**config.mk**
```make
export PLATFORM = sky130hd
export DESIGN_NAME = port_request_forwarder_flat
export DESIGN_NICKNAME = d
export VERILOG_FILES = /design/src/rtl/port_request_forwarder_if.sv /design/src/rtl/port_request_forwarder.sv /design/src/flat_wrapper.sv
export SDC_FILE = /design/constraint.sdc
export NUM_CORES = 1
export LEC_CHECK = 0
export CORE_MARGIN = 5
export CORE_UTILIZATION = 42
export DETAILED_ROUTE_END_ITERATION = 10
export PLACE_DENSITY = 0.81
export SYNTH_ARGS = -nofsm -noshare
export SYNTH_HDL_FRONTEND = slang
export SYNTH_SLANG_ARGS = --single-unit
```
**constraint.sdc**
```tcl
create_clock -name clk -period 1.9 [get_ports clk]
set_input_delay 0.285 -clock clk [delete_from_list [all_inputs] [get_ports clk]]
set_output_delay 0.285 -clock clk [all_outputs]
set_load 0.005 [all_outputs]
```
**src/rtl/port_request_forwarder_if.sv**
```systemverilog
// Port request forwarder bus bundle.
// Groups the priority-stage handshake (request vector, active vector,
// selection, acks) and the consumer-side valid/ready queue head.
//   master : request/consumer side (drives requests, selection, OutReady)
//   slave  : the forwarder itself
interface port_request_forwarder_if #(
    parameter int PORTCOUNT     = 4,
    parameter int PORTADDRWIDTH = 2,
    parameter int DATAWIDTH     = 32
);
    logic [PORTCOUNT-1:0]           PortReqValid;
    logic [PORTCOUNT*DATAWIDTH-1:0] PortReqData;
    logic [PORTCOUNT-1:0]           PortActiveVector;
    logic [PORTADDRWIDTH-1:0]       PortSelection;
    logic [PORTCOUNT-1:0]           PortACK;
    logic                           OutValid;
    logic [DATAWIDTH-1:0]           OutData;
    logic [PORTADDRWIDTH-1:0]       OutPortID;
    logic                           OutReady;
    logic                           Full;

    modport master (
        output PortReqValid, PortReqData, PortSelection, OutReady,
        input  PortActiveVector, PortACK, OutValid, OutData, OutPortID, Full
    );

    modport slave (
        input  PortReqValid, PortReqData, PortSelection, OutReady,
        output PortActiveVector, PortACK, OutValid, OutData, OutPortID, Full
    );
endinterface

```
**src/rtl/port_request_forwarder.sv**
```systemverilog
// Port request forwarder.
// Exports pending requests to the round-robin priority stage, takes back
// its PortSelection, acks the chosen port and captures its request into a
// 2-entry FIFO read by a single consumer over valid/ready.
// Ports:
//   clk          sole clock, rising edge
//   async_rst_n  asynchronous active-low reset
//   clk_en       global advance enable; everything frozen when low
//   bus          port_request_forwarder_if.slave (requests, selection,
//                acks, active vector, queue head, Full)
//
// state | meaning
// EMPTY | no entries queued, OutValid low
// ONE   | one entry queued
// FULL  | two entries queued; active vector masked, no grants
module port_request_forwarder #(
    parameter int PORTCOUNT     = 4,
    parameter int PORTADDRWIDTH = 2,
    parameter int DATAWIDTH     = 32
) (
    input  logic                     clk,
    input  logic                     async_rst_n,
    input  logic                     clk_en,
    port_request_forwarder_if.slave  bus
);
    typedef enum logic [1:0] {
        EMPTY = 2'd0,
        ONE   = 2'd1,
        FULL  = 2'd2
    } state_t;

    state_t state;
    state_t stateNext;

    logic [DATAWIDTH-1:0]     entryData [2];
    logic [PORTADDRWIDTH-1:0] entryId   [2];
    logic                     wrPtr;
    logic                     rdPtr;

    logic                 selValid;
    logic [DATAWIDTH-1:0] selData;
    logic                 isFull;
    logic                 push;
    logic                 pop;
    logic [PORTCOUNT-1:0] ackVec;

    // Matching against each legal index rather than indexing directly means
    // an out-of-range selection simply matches nothing and is rejected.
    always_comb begin
        selValid = 1'b0;
        selData  = '0;
        for (int i = 0; i < PORTCOUNT; i++) begin
            if (bus.PortSelection == PORTADDRWIDTH'(i)) begin
                selValid = bus.PortReqValid[i];
                selData  = bus.PortReqData[i*DATAWIDTH +: DATAWIDTH];
            end
        end
    end

    // Full comes from the registered state only: a simultaneous pop never
    // opens a slot for a push in the same cycle.
    assign isFull = (state == FULL);
    assign push   = async_rst_n && clk_en && !isFull && selValid;
    assign pop    = clk_en && (state != EMPTY) && bus.OutReady;

    always_comb begin
        ackVec = '0;
        for (int i = 0; i < PORTCOUNT; i++) begin
            ackVec[i] = push && (bus.PortSelection == PORTADDRWIDTH'(i));
        end
    end

    always_ff @(posedge clk or negedge async_rst_n) begin
        if (!async_rst_n) begin
            state <= EMPTY;
        end else begin
            state <= stateNext;
        end
    end

    always_comb begin
        stateNext = state;
        case (state)
            EMPTY: if (push) stateNext = ONE;
            ONE: begin
                if (push && !pop)      stateNext = FULL;
                else if (pop && !push) stateNext = EMPTY;
            end
            FULL: if (pop) stateNext = ONE;
            default: stateNext = EMPTY;
        endcase
    end

    always_ff @(posedge clk or negedge async_rst_n) begin
        if (!async_rst_n) begin
            for (int i = 0; i < 2; i++) begin
                entryData[i] <= '0;
                entryId[i]   <= '0;
            end
            wrPtr <= 1'b0;
            rdPtr <= 1'b0;
        end else begin
            if (push) begin
                entryData[wrPtr] <= selData;
                entryId[wrPtr]   <= bus.PortSelection;
                wrPtr            <= ~wrPtr;
            end
            if (pop) begin
                rdPtr <= ~rdPtr;
            end
        end
    end

    // Masking while full or stalled keeps the priority index from advancing
    // on cycles that cannot produce a grant.
    assign bus.PortActiveVector = (async_rst_n && clk_en && !isFull) ? bus.PortReqValid : '0;
    assign bus.PortACK          = ackVec;
    assign bus.OutValid         = (state != EMPTY);
    assign bus.OutData          = entryData[rdPtr];
    assign bus.OutPortID        = entryId[rdPtr];
    assign bus.Full             = isFull;
endmodule

```
**src/flat_wrapper.sv**
```systemverilog
// flat-port wrapper written by rule: the top's interface ports become plain ports
module port_request_forwarder_flat 
#(
    parameter int PORTCOUNT     = 4,
    parameter int PORTADDRWIDTH = 2,
    parameter int DATAWIDTH     = 32
)
  (clk, async_rst_n, clk_en, bus_PortReqValid, bus_PortReqData, bus_PortSelection, bus_OutReady, bus_PortActiveVector, bus_PortACK, bus_OutValid, bus_OutData, bus_OutPortID, bus_Full);
  port_request_forwarder_if #(.PORTCOUNT(PORTCOUNT), .PORTADDRWIDTH(PORTADDRWIDTH), .DATAWIDTH(DATAWIDTH)) bus_i ();
  input  logic clk;
  input  logic async_rst_n;
  input  logic clk_en;
  input wire logic [$bits(bus_i.PortReqValid)-1:0] bus_PortReqValid;
  input wire logic [$bits(bus_i.PortReqData)-1:0] bus_PortReqData;
  input wire logic [$bits(bus_i.PortSelection)-1:0] bus_PortSelection;
  input wire logic [$bits(bus_i.OutReady)-1:0] bus_OutReady;
  output wire logic [$bits(bus_i.PortActiveVector)-1:0] bus_PortActiveVector;
  output wire logic [$bits(bus_i.PortACK)-1:0] bus_PortACK;
  output wire logic [$bits(bus_i.OutValid)-1:0] bus_OutValid;
  output wire logic [$bits(bus_i.OutData)-1:0] bus_OutData;
  output wire logic [$bits(bus_i.OutPortID)-1:0] bus_OutPortID;
  output wire logic [$bits(bus_i.Full)-1:0] bus_Full;
  assign bus_i.PortReqValid = bus_PortReqValid;
  assign bus_i.PortReqData = bus_PortReqData;
  assign bus_i.PortSelection = bus_PortSelection;
  assign bus_i.OutReady = bus_OutReady;
  assign bus_PortActiveVector = bus_i.PortActiveVector;
  assign bus_PortACK = bus_i.PortACK;
  assign bus_OutValid = bus_i.OutValid;
  assign bus_OutData = bus_i.OutData;
  assign bus_OutPortID = bus_i.OutPortID;
  assign bus_Full = bus_i.Full;
  port_request_forwarder #(.PORTCOUNT(PORTCOUNT), .PORTADDRWIDTH(PORTADDRWIDTH), .DATAWIDTH(DATAWIDTH)) u_core (.clk(clk), .async_rst_n(async_rst_n), .clk_en(clk_en), .bus(bus_i));
endmodule
```
==> results.json <==
{
  "outcome": "complete, no violations",
  "worstSetupPathType": "flip-flop to output port",
  "die_area_um2": 11600,
  "core_region_area_um2": 9240,
  "synth_cells": 252,
  "setup_ws_ns": 0.0538,
  "fp.dieH_um": 108,
  "setup_viol": 0,
  "grt_overflow": 0,
  "min_period_ns": 1.85,
  "fin_nets": 580,
  "fmax_mhz": 542,
  "layout_common_cells": "clkdlybuf4s50_1, mux2_2, dfrtp_1",
  "slew_headroom_pct": 39.7,
  "worstSkewPairLatency_ns": 0.34,
  "cts-buffers-inserted": 9,
  "p_sw_mw": 1.98,
  "ir_drop_uv": 603,
  "p_leak_nw": 2.63,
  "crit_required_ns": 1.62,
  "setup_tns_ns": 0,
  "clkSlewWorstSetupHoldPaths_ns": 0.08,
  "final_common_cell": "clkdlybuf4s50_1",
  "ant_nets": 0,
  "core.rowCount": 35,
  "synth_seq_cells": 72,
  "clkSinkCount": 72,
  "htreeDepth": 3,
  "synth_area_um2": 4000,
  "dp_worst_setup_slack_ns": -0.271,
  "start_util_pct": 43.3,
  "rsz0062_at_grt": "false",
  "root_buffer": "clkbuf_8",
  "ys_types": 25,
  "synth-edff-count": 0,
  "dpl_cell_area_um2": 6050,
  "power_mw": 7.02,
  "grt_max_degree": 73,
  "start_kind": "flip-flop",
  "synth.net_count": 390,
  "grt_pass1_vias": 3424,
  "seqPwrFrac_pct": 37.9,
  "maxSlewViolCount": 0,
  "cts_hold_buf": 0,
  "avgRoutedWirePerCell_um": 18.2,
  "switching_share_pct": 28.2,
  "drt_iter0_markers": 54,
  "p_int_mw": 5.04,
  "holdWs_ns": 0.184,
  "drive_above_1_share_pct": 38.7,
  "powerDensity_nw_per_um2": 1130,
  "vias_per_cell": 5.18,
  "ys_seq_area_share_pct": 45.1,
  "yosysWarnings": 0,
  "hpwl_mm": 8.39,
  "combPwrFrac_pct": 45.9,
  "dr.pass1.iters": 3,
  "yosys_most_used_dff": "dfrtp_1",
  "clk_path_buf_depth": 2,
  "hold_class": "input port to asynchronous set/reset pin",
  "grt_pass1_wl_mm": 16.8,
  "portBuffers": 181,
  "syn_avg_cell_area_um2": 15.9,
  "io-pin-count": 182,
  "fin_skew_ns": 0.00986,
  "diodes": 0,
  "vias": 2984,
  "drc": 0,
  "hold_viol_final": 0,
  "cp_max_fo": 17,
  "crit_arrival_ns": 1.56,
  "worst_pin_slew_ns": 0.904,
  "power_frac_clock_pct": 16.2,
  "die_w_um": 108,
  "final_area_um2": 6220,
  "grt_antenna_before_repair": 0,
  "finalCritPeriodShare_pct": 97.2,
  "place_congestion": 0.723,
  "area_growth_pct": 55.5,
  "max_cap_violations": 0,
  "end_kind": "output port",
  "drt_wl_total_mm": 10.5,
  "grt_usage_pct": 18.5,
  "async_reset_ff_share_pct": 100,
  "cts_tree": "built"
}
per-layer routing:
metal | GRT usage [%] | wire length, µm | vias to the layer above
met2 | 34.1 | 5750 | 103
met5 | 0 | 0 | -
met1 | 20.5 | 3760 | 1524
met4 | 4.06 | 61 | 0
li1 | - | - | 1351
met3 | 6.42 | 918 | 6
sequential cells by signal (all words and copies together), names as in the netlist:
signal and flops:
u_core.wrPtr 1, u_core.entryId 4, u_core.entryData 64, u_core.rdPtr 1, u_core.state 2
synth_stat cells (2+ instances only):
master,instances,area share [%]
mux2_2,100,28
dfrtp_1,72,45
mux4_2,33,19
clkbuf_1,10,0.94
buf_4,7,1.3
and3_1,5,0.78
and3b_1,2,0.44
buf_2,2,0.25
mux2_1,2,0.56
nand2b_1,2,0.31
nand3_1,2,0.25
xnor2_1,2,0.44
worst max-delay path, stage by stage, from the launching register on:
cell and delay (ns):
dfrtp_2 0.41, buf_12 0.17, mux2_2 0.35, dlygate4sd2_1 0.28
cell families (layout without fill, tap and decap cells):
family | count (synthesis) | after routing | share of synthesized area [%]
mux | 135 | 135 | 47.3
flops | 72 | 72 | 45.1
buf+inv | 21 | 216 | 2.69
simple gates | 20 | 20 | 4.07
compound gates | 2 | 2 | 0.438
xor+xnor | 2 | 2 | 0.438
metrics by stage:
step / utilization [%] / instances
after CTS: 67.3 / 576
final: 67.3 / 576
after detailed placement: 65.5 / 558
after global placement: 65.5 / 558
after floorplan: - / 252
after global routing: 67.3 / 576
layout make-up:
class	count	area (µm²)
Fill cell	724	3020
Sequential cell	72	1800
Timing Repair Buffer	199	1970
Clock buffer	12	135
Clock inverter	4	45.0
Tap cell	129	161
Inverter	1	3.75
Multi-Input combinational cell	159	2100
repair_timing:
item                                    CTS  global route
resized for setup                        52             2
endpoints found under the setup margin   43            28
buffers inserted                          2             0
pin swaps                                 1             0
hold endpoints to repair                  0             0
path summary, 6_finish.rpt:
check,slack [ns],to,depth (start not counted),start
worst max-delay path,0.05,bus_OutData[29],3,u_core.rdPtr$_DFFE_PN0P_
worst min-delay path,0.18,u_core.entryData[60]$_DFFE_PN0P_,2,async_rst_n
worst max register to register,0.42,u_core.entryData[33]$_DFFE_PN0P_,5,u_core.state[0]$_DFFE_PN0P_
worst min register to register,0.49,u_core.entryData[50]$_DFFE_PN0P_,1,u_core.entryData[50]$_DFFE_PN0P_
max in group asynchronous,1.09,u_core.rdPtr$_DFFE_PN0P_,2,async_rst_n
min in group clk,0.38,u_core.rdPtr$_DFFE_PN0P_,3,clk_en
power groups by stage:
stage          sequential [mW]  combinational [mW]  clock (mW)
3_5_place_dp              2.69                3.63           0
6_report                  2.66                3.22        1.14
4_1_cts                   2.66                3.30        1.17
2_1_floorplan             2.54                1.81           0
3_3_place_gp              2.62                3.56           0
5_1_grt                   2.75                3.51        1.23
No activity file was read; power rests on OpenSTA's default activity.
